$ cat src/rtl/accel_pkg.sv
// Shared types for the processing-unit array front end: packet/command layouts,
// unit states and the packet decoder used by the dispatcher.
package accel_pkg;

    localparam int NUM_PROCESSING_UNITS = 4;
    localparam int DISPATCH_FIFO_DEPTH  = 4;
    localparam int CTRL_PACKET_W        = 14;

    typedef enum logic [1:0] {
        IDLE     = 2'd0,
        TRANSFER = 2'd1,
        COMPUTE  = 2'd2
    } unit_state_t;

    typedef enum logic [1:0] {
        OP_NOP   = 2'd0,
        OP_LOAD  = 2'd1,
        OP_STORE = 2'd2,
        OP_COMP  = 2'd3
    } operation_code_t;

    typedef struct packed {
        logic [1:0]      unit_id;
        operation_code_t op_code;
        logic [1:0]      comp_type;
        logic [3:0]      addr;
        logic            valid;
        logic [2:0]      size;
    } control_signal_t;

    typedef struct packed {
        logic [5:0] encoded_control;
        logic [7:0] data_control;
    } control_packet_t;

    function automatic control_signal_t decode_packet(input control_packet_t pkt);
        control_signal_t sig;
        sig.unit_id   = pkt.encoded_control[5:4];
        sig.op_code   = operation_code_t'(pkt.encoded_control[3:2]);
        sig.comp_type = pkt.encoded_control[1:0];
        sig.addr      = pkt.data_control[7:4];
        sig.valid     = pkt.data_control[3];
        sig.size      = pkt.data_control[2:0];
        return sig;
    endfunction

endpackage

$ cat src/rtl/cmd_fifo.sv
// Small synchronous FIFO with occupancy count; pushes when full and pops when
// empty are ignored. DEPTH must be a power of two so the pointers wrap freely.
module cmd_fifo #(
    parameter int WIDTH = 14,
    parameter int DEPTH = 4
) (
    input  logic                       clk,
    input  logic                       rst_n,
    input  logic                       i_push,
    input  logic [WIDTH-1:0]           i_data,
    input  logic                       i_pop,
    output logic [WIDTH-1:0]           o_data,
    output logic                       o_empty,
    output logic [$clog2(DEPTH):0]     o_count
);

    localparam int PTR_W = $clog2(DEPTH);
    localparam int CNT_W = PTR_W + 1;

    logic [WIDTH-1:0] r_mem [DEPTH];
    logic [PTR_W-1:0] r_wr_ptr;
    logic [PTR_W-1:0] r_rd_ptr;
    logic [CNT_W-1:0] r_count;
    logic             w_full;
    logic             w_push;
    logic             w_pop;

    assign w_full  = (r_count == CNT_W'(DEPTH));
    assign o_empty = (r_count == '0);
    assign w_push  = i_push && !w_full;
    assign w_pop   = i_pop && !o_empty;
    assign o_data  = r_mem[r_rd_ptr];
    assign o_count = r_count;

    always_ff @(posedge clk) begin
        if (w_push) begin
            r_mem[r_wr_ptr] <= i_data;
        end
    end

    always_ff @(posedge clk or negedge rst_n) begin
        if (!rst_n) begin
            r_wr_ptr <= '0;
            r_rd_ptr <= '0;
            r_count  <= '0;
        end else begin
            if (w_push) r_wr_ptr <= r_wr_ptr + PTR_W'(1);
            if (w_pop)  r_rd_ptr <= r_rd_ptr + PTR_W'(1);
            if (w_push && !w_pop)      r_count <= r_count + CNT_W'(1);
            else if (w_pop && !w_push) r_count <= r_count - CNT_W'(1);
        end
    end

endmodule

$ cat src/rtl/unit_dispatcher.sv
// Buffers host command packets, dispatches them in order to idle processing units
// through a single command register, and tracks each unit's busy state.
module unit_dispatcher
    import accel_pkg::*;
#(
    parameter int NUM_UNITS  = NUM_PROCESSING_UNITS,
    parameter int FIFO_DEPTH = DISPATCH_FIFO_DEPTH
) (
    input  logic                          clk,
    input  logic                          rst_n,
    input  logic                          pkt_valid,
    output logic                          pkt_ready,
    input  control_packet_t               pkt_in,
    output logic [NUM_UNITS-1:0]          unit_cmd_valid,
    output control_signal_t               unit_cmd,
    input  logic [NUM_UNITS-1:0]          unit_cmd_ready,
    input  logic [NUM_UNITS-1:0]          unit_done,
    output unit_state_t [NUM_UNITS-1:0]   unit_state,
    output logic [$clog2(FIFO_DEPTH):0]   fifo_count,
    output logic                          busy,
    output logic                          err_drop,
    output logic                          err_done
);

    localparam int CNT_W = $clog2(FIFO_DEPTH) + 1;

    logic                        w_fifo_empty;
    logic [CTRL_PACKET_W-1:0]    w_fifo_data;
    logic                        w_push;
    logic                        w_pop;
    logic                        w_load;
    logic                        w_drop;
    logic                        w_hs;
    logic [NUM_UNITS-1:0]        w_hs_vec;
    logic [NUM_UNITS-1:0]        w_idle_vec;
    control_signal_t             w_head;

    logic                        r_cmd_full;
    control_signal_t             r_cmd;
    unit_state_t [NUM_UNITS-1:0] r_state;
    logic                        r_err_drop;
    logic                        r_err_done;

    assign pkt_ready = (fifo_count < CNT_W'(FIFO_DEPTH));
    assign w_push    = pkt_valid && pkt_ready;

    cmd_fifo #(
        .WIDTH (CTRL_PACKET_W),
        .DEPTH (FIFO_DEPTH)
    ) u_cmd_fifo (
        .clk     (clk),
        .rst_n   (rst_n),
        .i_push  (w_push),
        .i_data  (pkt_in),
        .i_pop   (w_pop),
        .o_data  (w_fifo_data),
        .o_empty (w_fifo_empty),
        .o_count (fifo_count)
    );

    assign w_head = decode_packet(control_packet_t'(w_fifo_data));

    always_comb begin
        unit_cmd_valid = '0;
        if (r_cmd_full) unit_cmd_valid[r_cmd.unit_id] = 1'b1;
        for (int i = 0; i < NUM_UNITS; i++) begin
            w_idle_vec[i] = (r_state[i] == IDLE);
        end
    end

    // Only the targeted unit's ready counts, so the handshake vector is one-hot at most.
    assign w_hs_vec = unit_cmd_valid & unit_cmd_ready;
    assign w_hs     = |w_hs_vec;

    // A handshaking unit is still IDLE this cycle, hence the explicit same-unit exclusion.
    always_comb begin
        w_pop  = 1'b0;
        w_load = 1'b0;
        w_drop = 1'b0;
        if (!w_fifo_empty) begin
            if (!w_head.valid) begin
                w_pop  = 1'b1;
                w_drop = 1'b1;
            end else if (w_head.op_code == OP_NOP) begin
                w_pop = 1'b1;
            end else if ((!r_cmd_full || w_hs) && (r_state[w_head.unit_id] == IDLE) &&
                         !(w_hs && (w_head.unit_id == r_cmd.unit_id))) begin
                w_pop  = 1'b1;
                w_load = 1'b1;
            end
        end
    end

    always_ff @(posedge clk or negedge rst_n) begin
        if (!rst_n) begin
            r_cmd_full <= 1'b0;
            r_cmd      <= '0;
        end else if (w_load) begin
            r_cmd_full <= 1'b1;
            r_cmd      <= w_head;
        end else if (w_hs) begin
            r_cmd_full <= 1'b0;
        end
    end

    always_ff @(posedge clk or negedge rst_n) begin
        if (!rst_n) begin
            for (int i = 0; i < NUM_UNITS; i++) r_state[i] <= IDLE;
        end else begin
            for (int i = 0; i < NUM_UNITS; i++) begin
                if (r_state[i] == IDLE) begin
                    if (w_hs_vec[i]) begin
                        if (r_cmd.op_code == OP_COMP) r_state[i] <= COMPUTE;
                        else if (r_cmd.op_code != OP_NOP) r_state[i] <= TRANSFER;
                    end
                end else if (unit_done[i]) begin
                    r_state[i] <= IDLE;
                end
            end
        end
    end

    always_ff @(posedge clk or negedge rst_n) begin
        if (!rst_n) begin
            r_err_drop <= 1'b0;
            r_err_done <= 1'b0;
        end else begin
            r_err_drop <= w_drop;
            r_err_done <= |(unit_done & w_idle_vec);
        end
    end

    assign unit_cmd   = r_cmd_full ? r_cmd : '0;
    assign unit_state = r_state;
    assign busy       = !w_fifo_empty || r_cmd_full || (w_idle_vec != {NUM_UNITS{1'b1}});
    assign err_drop   = r_err_drop;
    assign err_done   = r_err_done;

endmodule

$ cat config.mk
export PLATFORM = sky130hd
export DESIGN_NAME = unit_dispatcher
export DESIGN_NICKNAME = d
export VERILOG_FILES = /design/src/rtl/accel_pkg.sv /design/src/rtl/cmd_fifo.sv /design/src/rtl/unit_dispatcher.sv
export SDC_FILE = /design/constraint.sdc
export NUM_CORES = 1
export LEC_CHECK = 0
export BUFFER_PORTS_ARGS = -buffer_cell sky130_fd_sc_hd__clkbuf_2
export CAP_MARGIN = 20
export CORE_UTILIZATION = 56
export DETAILED_ROUTE_END_ITERATION = 8
export PLACE_DENSITY_LB_ADDON = 0.05
export SLEW_MARGIN = 30
export SYNTH_ARGS = -nofsm -noshare
export SYNTH_HDL_FRONTEND = slang
export SYNTH_SLANG_ARGS = --single-unit
$ cat constraint.sdc
create_clock -name clk -period 3.67 [get_ports clk]
set_input_delay 0.5505 -clock clk [delete_from_list [all_inputs] [get_ports clk]]
set_output_delay 0.5505 -clock clk [all_outputs]
set_load 0.01 [all_outputs]
==> summary.md, run 1 <==
| Metric | Value |
|---|---|
| Peak supply drop | 0.0005529 V |
| Yosys reg bits | 88 |
| Clock latency on the worst-skew pair | 350 ps |
| CP startpoint kind | register |
| Synth Area per Inst | 16.56 um^2 |
| Power Total | 3.560 mW |
| Number of global-route vias before repair | 2122 |
| Post-synthesis compound-gate area fraction | 3.475% |
| Via count | 2005 |
| Seq/Total Area, Yosys | 66.94% |
| Pre-antenna DRT Iters | 4 |
| Combinational family with the most area after synthesis | multiplexers |
| Top_reg_cell synth | edfxtp_1 |
| Final HPWL DP | 4253 um |
| Crit end category | register |
| Hold Fails Final Rpt | 0 |
| Number of synthesized flops with an enable pin | 56 |
| Met1 WL | 2933 um |
| MaxCap Viol Count | 0 |
| Met3 wire length | 235 um |
| Antenna fix cells | 0 |
| Period minus WS final | 3042 ps |
| Pleak | 1.701 nW |
| Hold buffer count at CTS | 0 |
| Slew margin rel. | 45.15% |
| Final cell count without fillers | 369 |
| Worst min path class | in -> async |
| Met2 wire length | 3195 um |
| Endpoints failing setup | 0 |
| Synth Area in XOR/XNOR | 2.126% |
| Top cells by area, synth | edfxtp_1 45%, dfrtp_1 22%, mux4_2 6.7% |
| Pin count of the biggest net entering global routing | 33 |
| Status | finished clean |
| Area share of and/or/nand/nor cells after synthesis | 7.254% |
| Critical setup path kind | reg -> reg |
| CTS Sinks | 88 |
| # resized after CTS | 0 |
| Fraction of final layout cells with drive strength greater than 1 | 35.96% |
| Drt initial violations | 84 |
| Placed insts | 353 |
| Core area | 6386 um^2 |
| Wire per inst | 17.40 um |
| First-pass GRT wire length | 10610 um |
| # port buffers | 57 |
| Slew Limit Fails | 0 |
| Fin util | 66.58% |
| Die area | 6952 um^2 |
| Crit-path max FO | 6 |
| Cell area power density | 837.2 nW/um^2 |
| Mapped Area | 3709 um^2 |
| Synth cell count leaders | 56 x edfxtp_1, 32 x dfrtp_1, 17 x and2_1 |
| Remaining Overflow, GRT | 0 |
| Least-Margin Pin Slew | 822.8 ps |
| Post-CTS Setup Inserts | 0 |
| Num CTS Buffers | 9 |
| Antenna violations before repair | 0 |
| Unique masters post-synth | 34 |
| Syn Nets | 255 |
| Cell taking the most area after synthesis | edfxtp_1 |
| Req. time, crit path | 3900 ps |
| CTS Buffer Depth | 2 |
| Total track usage | 20.81% |
| Io pins | 58 |
| Max Clk Rate | 328.8 MHz |
| Routed WL | 6422 um |
| TNS Setup | 0 ps |
| Initial Util | 58.07% |
| Fin area | 4252 um^2 |
| Die W | 83.38 um |
| RSZ-0062 raised after global routing | false |
| Period utilisation layout | 82.88% |
| Max layer used | met4 |
| TritonCTS clock tree | yes |
| DRC viols | 0 |
| Htree depth | 3 |
| Setup Skew | 5.749 ps |
| Antenna Nets Post-Route | 0 |
| Final Net Count | 318 |
| Row count | 29 |
| Drt via density | 5.434 |
| Count leader, synth | edfxtp_1 |
| Clock-pin slew on the worst setup and hold paths | 90 ps |
| Fraction of registers with async set/reset | 36.36% |
| Warnings, synthesis | 0 |
| Synth Area in Adders | 2.227% |
| Yosys top cell area share | 45.34% |
| Placed instance area | 4055 um^2 |
| GP Congestion | 0.8265 |
| Syn Inst Count | 224 |
| Syn-to-layout area delta | 14.64% |
| Clk Tree Root Cell | clkbuf_8 |
| Data arrival, critical path | 3280 ps |
| Mux contribution to synthesized area | 15.11% |
| Die Height | 83.38 um |
==> metal layers <==
metal | up-vias | track usage, %
met2 | 45 | 34.05
met3 | 7 | 5.368
li1 | 951 | -
met1 | 1002 | 27.55
met4 | 0 | 6.583
met5 | - | 0
==> report_power, final <==
part | leakage [nW] | switching, mW | internal (mW)
combinational | 0.713 | 0.688 | 0.728
clock | 0.0921 | 0.340 | 0.318
sequential | 0.896 | 0.177 | 1.31
total | 1.70 | 1.20 | 2.35
==> cell usage in the layout (no fill, tap or decap), types with 2 or more instances in the layout <==
| master | Yosys | routed |
|---|---|---|
| a22oi_1 | 2 | 2 |
| and2_1 | 17 | 17 |
| buf_4 | 0 | 2 |
| clkbuf_2 | 0 | 57 |
| clkbuf_8 | 0 | 9 |
| clkinvlp_4 | 0 | 2 |
| dfrtp_1 | 32 | 32 |
| edfxtp_1 | 56 | 56 |
| ha_1 | 5 | 5 |
| inv_1 | 15 | 15 |
| mux2_2 | 6 | 6 |
| mux2_4 | 8 | 8 |
| mux2i_1 | 2 | 2 |
| mux4_1 | 4 | 4 |
| mux4_2 | 11 | 11 |
| nand2_1 | 6 | 6 |
| nand3_1 | 4 | 4 |
| nor2_1 | 11 | 11 |
| nor3_1 | 2 | 2 |
| o211ai_1 | 2 | 2 |
| o22ai_1 | 9 | 9 |
| or2_2 | 5 | 5 |
| xnor2_1 | 8 | 8 |
==> logic make-up after synthesis <==
| kind of cell | after synthesis |
|---|---|
| mux | 31 |
| compound gates | 18 |
| simple gates | 50 |
| buf+inv | 22 |
| flops | 88 |
| fa+ha+maj | 6 |
| xor+xnor | 9 |
==> worst max-delay path, stage by stage, from the launching register on <==
cell,delay [ps]
dfrtp_1,530
mux4_2,610
xnor2_1,160
a21boi_0,390
o211ai_1,230
ha_1,270
inv_1,70
fa_1,400
mux2_2,260
==> layout make-up <==
| type | instances | area [um^2] |
|---|---|---|
| Fill cell | 472 | 2135 |
| Clock inverter | 6 | 68.82 |
| Timing Repair Buffer | 59 | 300.3 |
| Tap cell | 77 | 96.34 |
| Inverter | 15 | 56.30 |
| Clock buffer | 10 | 127.6 |
| Multi-Input combinational cell | 114 | 1120 |
| Sequential cell | 88 | 2482 |
==> final timing paths <==
path,from,to,slack [ps],cells after the start
worst max register to register,u_cmd_fifo.r_rd_ptr[0]$_DFFE_PN0P_,u_cmd_fifo.o_count[1]$_DFFE_PN0P_,630,8
max in group asynchronous,rst_n,u_cmd_fifo.r_wr_ptr[1]$_DFFE_PN0P_,2880,1
min in group clk,pkt_in[4],u_cmd_fifo.r_mem[1][4]$_DFFE_PP_,410,1
worst min-delay path,rst_n,unit_state[4]$_DFFE_PN0P_,280,1
worst min register to register,r_cmd[3]$_DFFE_PN0P_,r_cmd[3]$_DFFE_PN0P_,480,1
worst max-delay path,u_cmd_fifo.r_rd_ptr[0]$_DFFE_PN0P_,u_cmd_fifo.o_count[1]$_DFFE_PN0P_,630,8
==> through the flow <==
step,hold slack [ps],setup slack [ps]
3_3_place_gp,447.4,771.7
6_report,280.2,628.3
2_1_floorplan,254.9,930.4
5_1_grt,337.6,440.3
3_5_place_dp,449.4,672.1
4_1_cts,303.3,602.9
==> sequential cells by signal, summed over array words and instances (netlist names) <==
signal,flops
r_cmd,14
u_cmd_fifo.r_wr_ptr,2
u_cmd_fifo.o_count,3
u_cmd_fifo.r_mem,56
unit_state,8
err_done,1
u_cmd_fifo.r_rd_ptr,2
err_drop,1
r_cmd_full,1
No activity file was read; power rests on OpenSTA's default activity.
==> inputs of run 2 (changes only) <==
ABC_AREA = 1   (was not set)
CORE_UTILIZATION = 51   (was 56)
clock period = 2.6 ns   (was 3.67 ns; I/O delays follow)
==> run 2 against run 1 <==
- sequential power grew 36%
- synthesized cell count grew 66%
- via count grew 34%
- routed wire length grew 17%
- sequential cell count is the same
- cell count grew 48%
- cell area grew 6.5%
- clock skew grew 11 ps
- critical path type unchanged
- critical endpoint unchanged
==> summary.md, run 2 <==
| Metric | Value |
|---|---|
| Status | finished clean |
| DRC viols | 0 (unchanged) |
| Wire per inst | 13.76 um (-21%) |
| Reg2reg path depth | 15 (+7) |
| Hold Fails Final Rpt | 0 (unchanged) |
| Crit end category | register |
| Critical R2R Capture | u_cmd_fifo.o_count[1]$_DFFE_PN0P_ |
| Syn Inst Count | 371 (+66%) |
| Worst min path class | in -> async |
| CP startpoint kind | register |
| Count leader, synth | nand2_1 |
| P_sw | 2.191 mW (+82%) |
| Htree depth | 3 (unchanged) |
| # port buffers | 57 (unchanged) |
| Total track usage | 20.96% (+0.15 points) |
| Fraction of registers with async set/reset | 36.36% (unchanged) |
| Routed WL | 7525 um (+17%) |
| Clock share of power | 17.8% (-0.7 points) |
| First-pass GRT wire length | 11990 um (+13%) |
| Warnings, synthesis | 0 (unchanged) |
| Die Height | 88.42 um (+6.0%) |
| Crit-path max FO | 15 (+9) |
| Final Net Count | 474 (+49%) |
| Worst reg2reg path startpoint | u_cmd_fifo.r_rd_ptr[0]$_DFFE_PN0P_ |
| Sequential fraction of design power | 37.6% (-4.1 points) |
| Drt via density | 4.916 (-9.5%) |
| MaxCap Viol Count | 0 (unchanged) |
| Power Total | 5.385 mW (+51%) |
| Synth Area per Inst | 10.27 um^2 (-38%) |
| Yosys reg bits | 88 (unchanged) |
| Hold buffer count at CTS | 0 (unchanged) |
| Synth cell count leaders | 89 x nand2_1, 56 x edfxtp_1, 43 x inv_1, 43 x nor2_1, 34 x o21ai_0 |
| Mapped Area | 3809 um^2 (+2.7%) |
| Slew margin rel. | 45.36% (+0.21 points) |
| Top_reg_cell synth | edfxtp_1 |
| Via count | 2689 (+34%) |
| Row count | 31 (+6.9%) |
| Unique masters post-synth | 29 (-15%) |
| Num CTS Buffers | 9 (unchanged) |
| Setup Skew | 16.32 ps (+10.57 ps) |
| Seq/Total Area, Yosys | 65.18% (-1.8 points) |
| Critical Path Most Common Cell | nand2_2 |
| Pleak | 2.102 nW (+24%) |
| GP Congestion | 0.7678 (-7.1%) |
| Antenna Nets Post-Route | 0 (unchanged) |
| Clk Tree Root Cell | clkbuf_8 |
| Antenna violations before repair | 0 (unchanged) |
| Syn-to-layout area delta | 18.89% |
| Req. time, crit path | 2850 ps (-1050 ps) |
| Final HPWL DP | 5053 um (+19%) |
| CP Cell Sequence | buf_12 -> nand2_1 -> nand3_1 -> nand2_2 -> nand2_1 -> nand3_1 -> nand2_1 -> nor2_2 -> nand2_2 -> nand2_2 -> nand2_2 -> ha_1 -> inv_2 -> fa_1 -> mux2_2 |
| Int Pwr | 3.195 mW (+36%) |
| Syn Nets | 402 (+58%) |
| Drt initial violations | 111 (+32%) |
| Die W | 88.42 um (+6.0%) |
| Antenna fix cells | 0 (unchanged) |
| Number of global-route vias before repair | 2440 (+15%) |
| Fraction of final layout cells with drive strength greater than 1 | 23.44% (-13 points) |
| Number of synthesized flops with an enable pin | 56 (unchanged) |
| Max reg flops | 56 (unchanged) |
| RSZ-0062 raised after global routing | true |
| Critical setup path kind | reg -> reg |
| Cell area power density | 1189 nW/um^2 (+42%) |
| Least-Margin Pin Slew | 819.6 ps (-3.145 ps) |
| Clock latency on the worst-skew pair | 360 ps (about the same) |
| CTS Sinks | 88 (unchanged) |
| Worst path slowest cell | dfrtp_2 |
| Period utilisation layout | 94.84% (+12 points) |
| TritonCTS clock tree | yes |
| Most frequent cells in the layout | 85 x nand2_1, 57 x clkbuf_2, 56 x edfxtp_1 |
| Cell taking the most area after synthesis | edfxtp_1 |
| Slew Limit Fails | 0 (unchanged) |
| Setup slack, reg-to-reg | 130 ps (-490 ps) |
| Switching Share | 40.68% (+6.8 points) |
| Gate power share | 44.6% (+4.8 points) |
| Period minus WS final | 2466 ps (-575.8 ps) |
| Data arrival, critical path | 2720 ps (-560 ps) |
| CTS Buffer Depth | 2 (unchanged) |
| Clock-pin slew on the worst setup and hold paths | 100 ps (about the same) |
| Initial Util | 52.51% (-5.6 points) |
| Io pins | 58 (unchanged) |
| Core area | 7253 um^2 (+14%) |
| Remaining Overflow, GRT | 0 (unchanged) |
| Max Clk Rate | 405.5 MHz (+23%) |
| Most flop-heavy register | u_cmd_fifo.r_mem |
| Top cells by area, synth | edfxtp_1 44%, dfrtp_1 21%, nand2_1 8.8% |
| Most common cell after layout, fill and taps aside | nand2_1 |
| Endpoints failing setup | 0 (unchanged) |
| Pin count of the biggest net entering global routing | 33 (unchanged) |
| Peak supply drop | 0.0004844 V (-12%) |
| Crit path largest cell delay | 460 ps (-150 ps) |
| Die area | 7817 um^2 (+12%) |
| TNS Setup | 0 ps (unchanged) |
| Yosys top cell area share | 44.15% (-1.2 points) |
| Pre-antenna DRT Iters | 5 (+1) |
==> run 2: cell types whose count changed after synthesis, moves of 13 or more <==
| cell | delta |
|---|---|
| and2_1 | -17 |
| inv_1 | +28 |
| nand2_1 | +83 |
| nand3_1 | +13 |
| nor2_1 | +32 |
| o21ai_0 | +33 |
==> run 2: final cells by class <==
class / instances / area, um^2
fill: 624 / 2725
sequential: 88 / 2484
multi-input combinational: 225 / 1102
timing repair buffer: 74 / 442.9
inverter: 45 / 173.9
clock buffer: 10 / 127.6
tap: 99 / 123.9
clock inverter: 6 / 73.82
==> run 2: worst max path at each step <==
stage | start | to
after detailed placement | u_cmd_fifo.r_rd_ptr[0]$_DFFE_PN0P_ | u_cmd_fifo.o_count[2]$_DFFE_PN0P_
final | u_cmd_fifo.r_rd_ptr[0]$_DFFE_PN0P_ | u_cmd_fifo.o_count[1]$_DFFE_PN0P_
after global routing | u_cmd_fifo.r_rd_ptr[0]$_DFFE_PN0P_ | u_cmd_fifo.o_count[1]$_DFFE_PN0P_
after CTS | u_cmd_fifo.r_rd_ptr[0]$_DFFE_PN0P_ | u_cmd_fifo.o_count[2]$_DFFE_PN0P_
after global placement | u_cmd_fifo.r_rd_ptr[0]$_DFFE_PN0P_ | u_cmd_fifo.o_count[2]$_DFFE_PN0P_
after floorplan | r_cmd_full$_DFFE_PN0P_ | u_cmd_fifo.o_count[1]$_DFFE_PN0P_
==> run 2: per-layer routing <==
| metal | routed length [um] | vias up | GRT usage [%] |
|---|---|---|---|
| li1 | - | 1367 | - |
| met1 | 3638 | 1242 | 29.28 |
| met2 | 3448 | 70 | 32.80 |
| met3 | 324 | 10 | 3.451 |
| met4 | 113 | 0 | 8.798 |
| met5 | 0 | - | 0 |
==> run 2: cell families (layout without fill, tap and decap cells) <==
family | Yosys count | count (layout) | synth area share (%)
AO/OA/AOI/OAI | 47 | 47 | 6.702
XOR/XNOR | 4 | 4 | 0.9200
adder cells (fa/ha/maj) | 6 | 6 | 2.168
buffers and inverters | 58 | 135 | 6.274
flip-flops | 88 | 88 | 65.18
multiplexers | 1 | 1 | 0.2956
AND/OR/NAND/NOR | 167 | 167 | 18.46
==> run 2: metrics by stage <==
step	worst slack [ps]	cell area, um^2	hold WS, ps	util [%]	cells
3_5_place_dp	22.06	4265	451.1	58.81	528
5_1_grt	-23.89	4528	171.4	62.43	547
3_3_place_gp	51.42	4265	447.0	58.81	528
2_1_floorplan	206.5	3809	94.41	-	371
6_report	134.0	4528	104.7	62.43	547
4_1_cts	30.25	4467	129.6	61.58	544
==> run 2: worst max-delay path: cells and delay by family (launching register included) <==
| kind | cells | cell delay, ps |
|---|---|---|
| and+or+nand+nor | 10 | 800 |
| buffers and inverters | 2 | 230 |
| DFF | 1 | 460 |
| adders and majority gates | 2 | 600 |
| muxes | 1 | 260 |
==> run 2: what timing repair did <==
action | 4_1_cts | 5_1_grt
setup endpoints to repair | 0 | 2
gates resized for setup | 0 | 10
buffers inserted | 0 | 2
==> run 2: power groups by stage <==
stage | clock network, mW | registers [mW] | logic, mW
2_1_floorplan | 0 | 2.03 | 1.61
3_3_place_gp | 0 | 2.04 | 2.26
3_5_place_dp | 0 | 2.05 | 2.29
4_1_cts | 0.984 | 2.02 | 2.31
5_1_grt | 1.04 | 2.06 | 2.74
6_report | 0.961 | 2.02 | 2.40
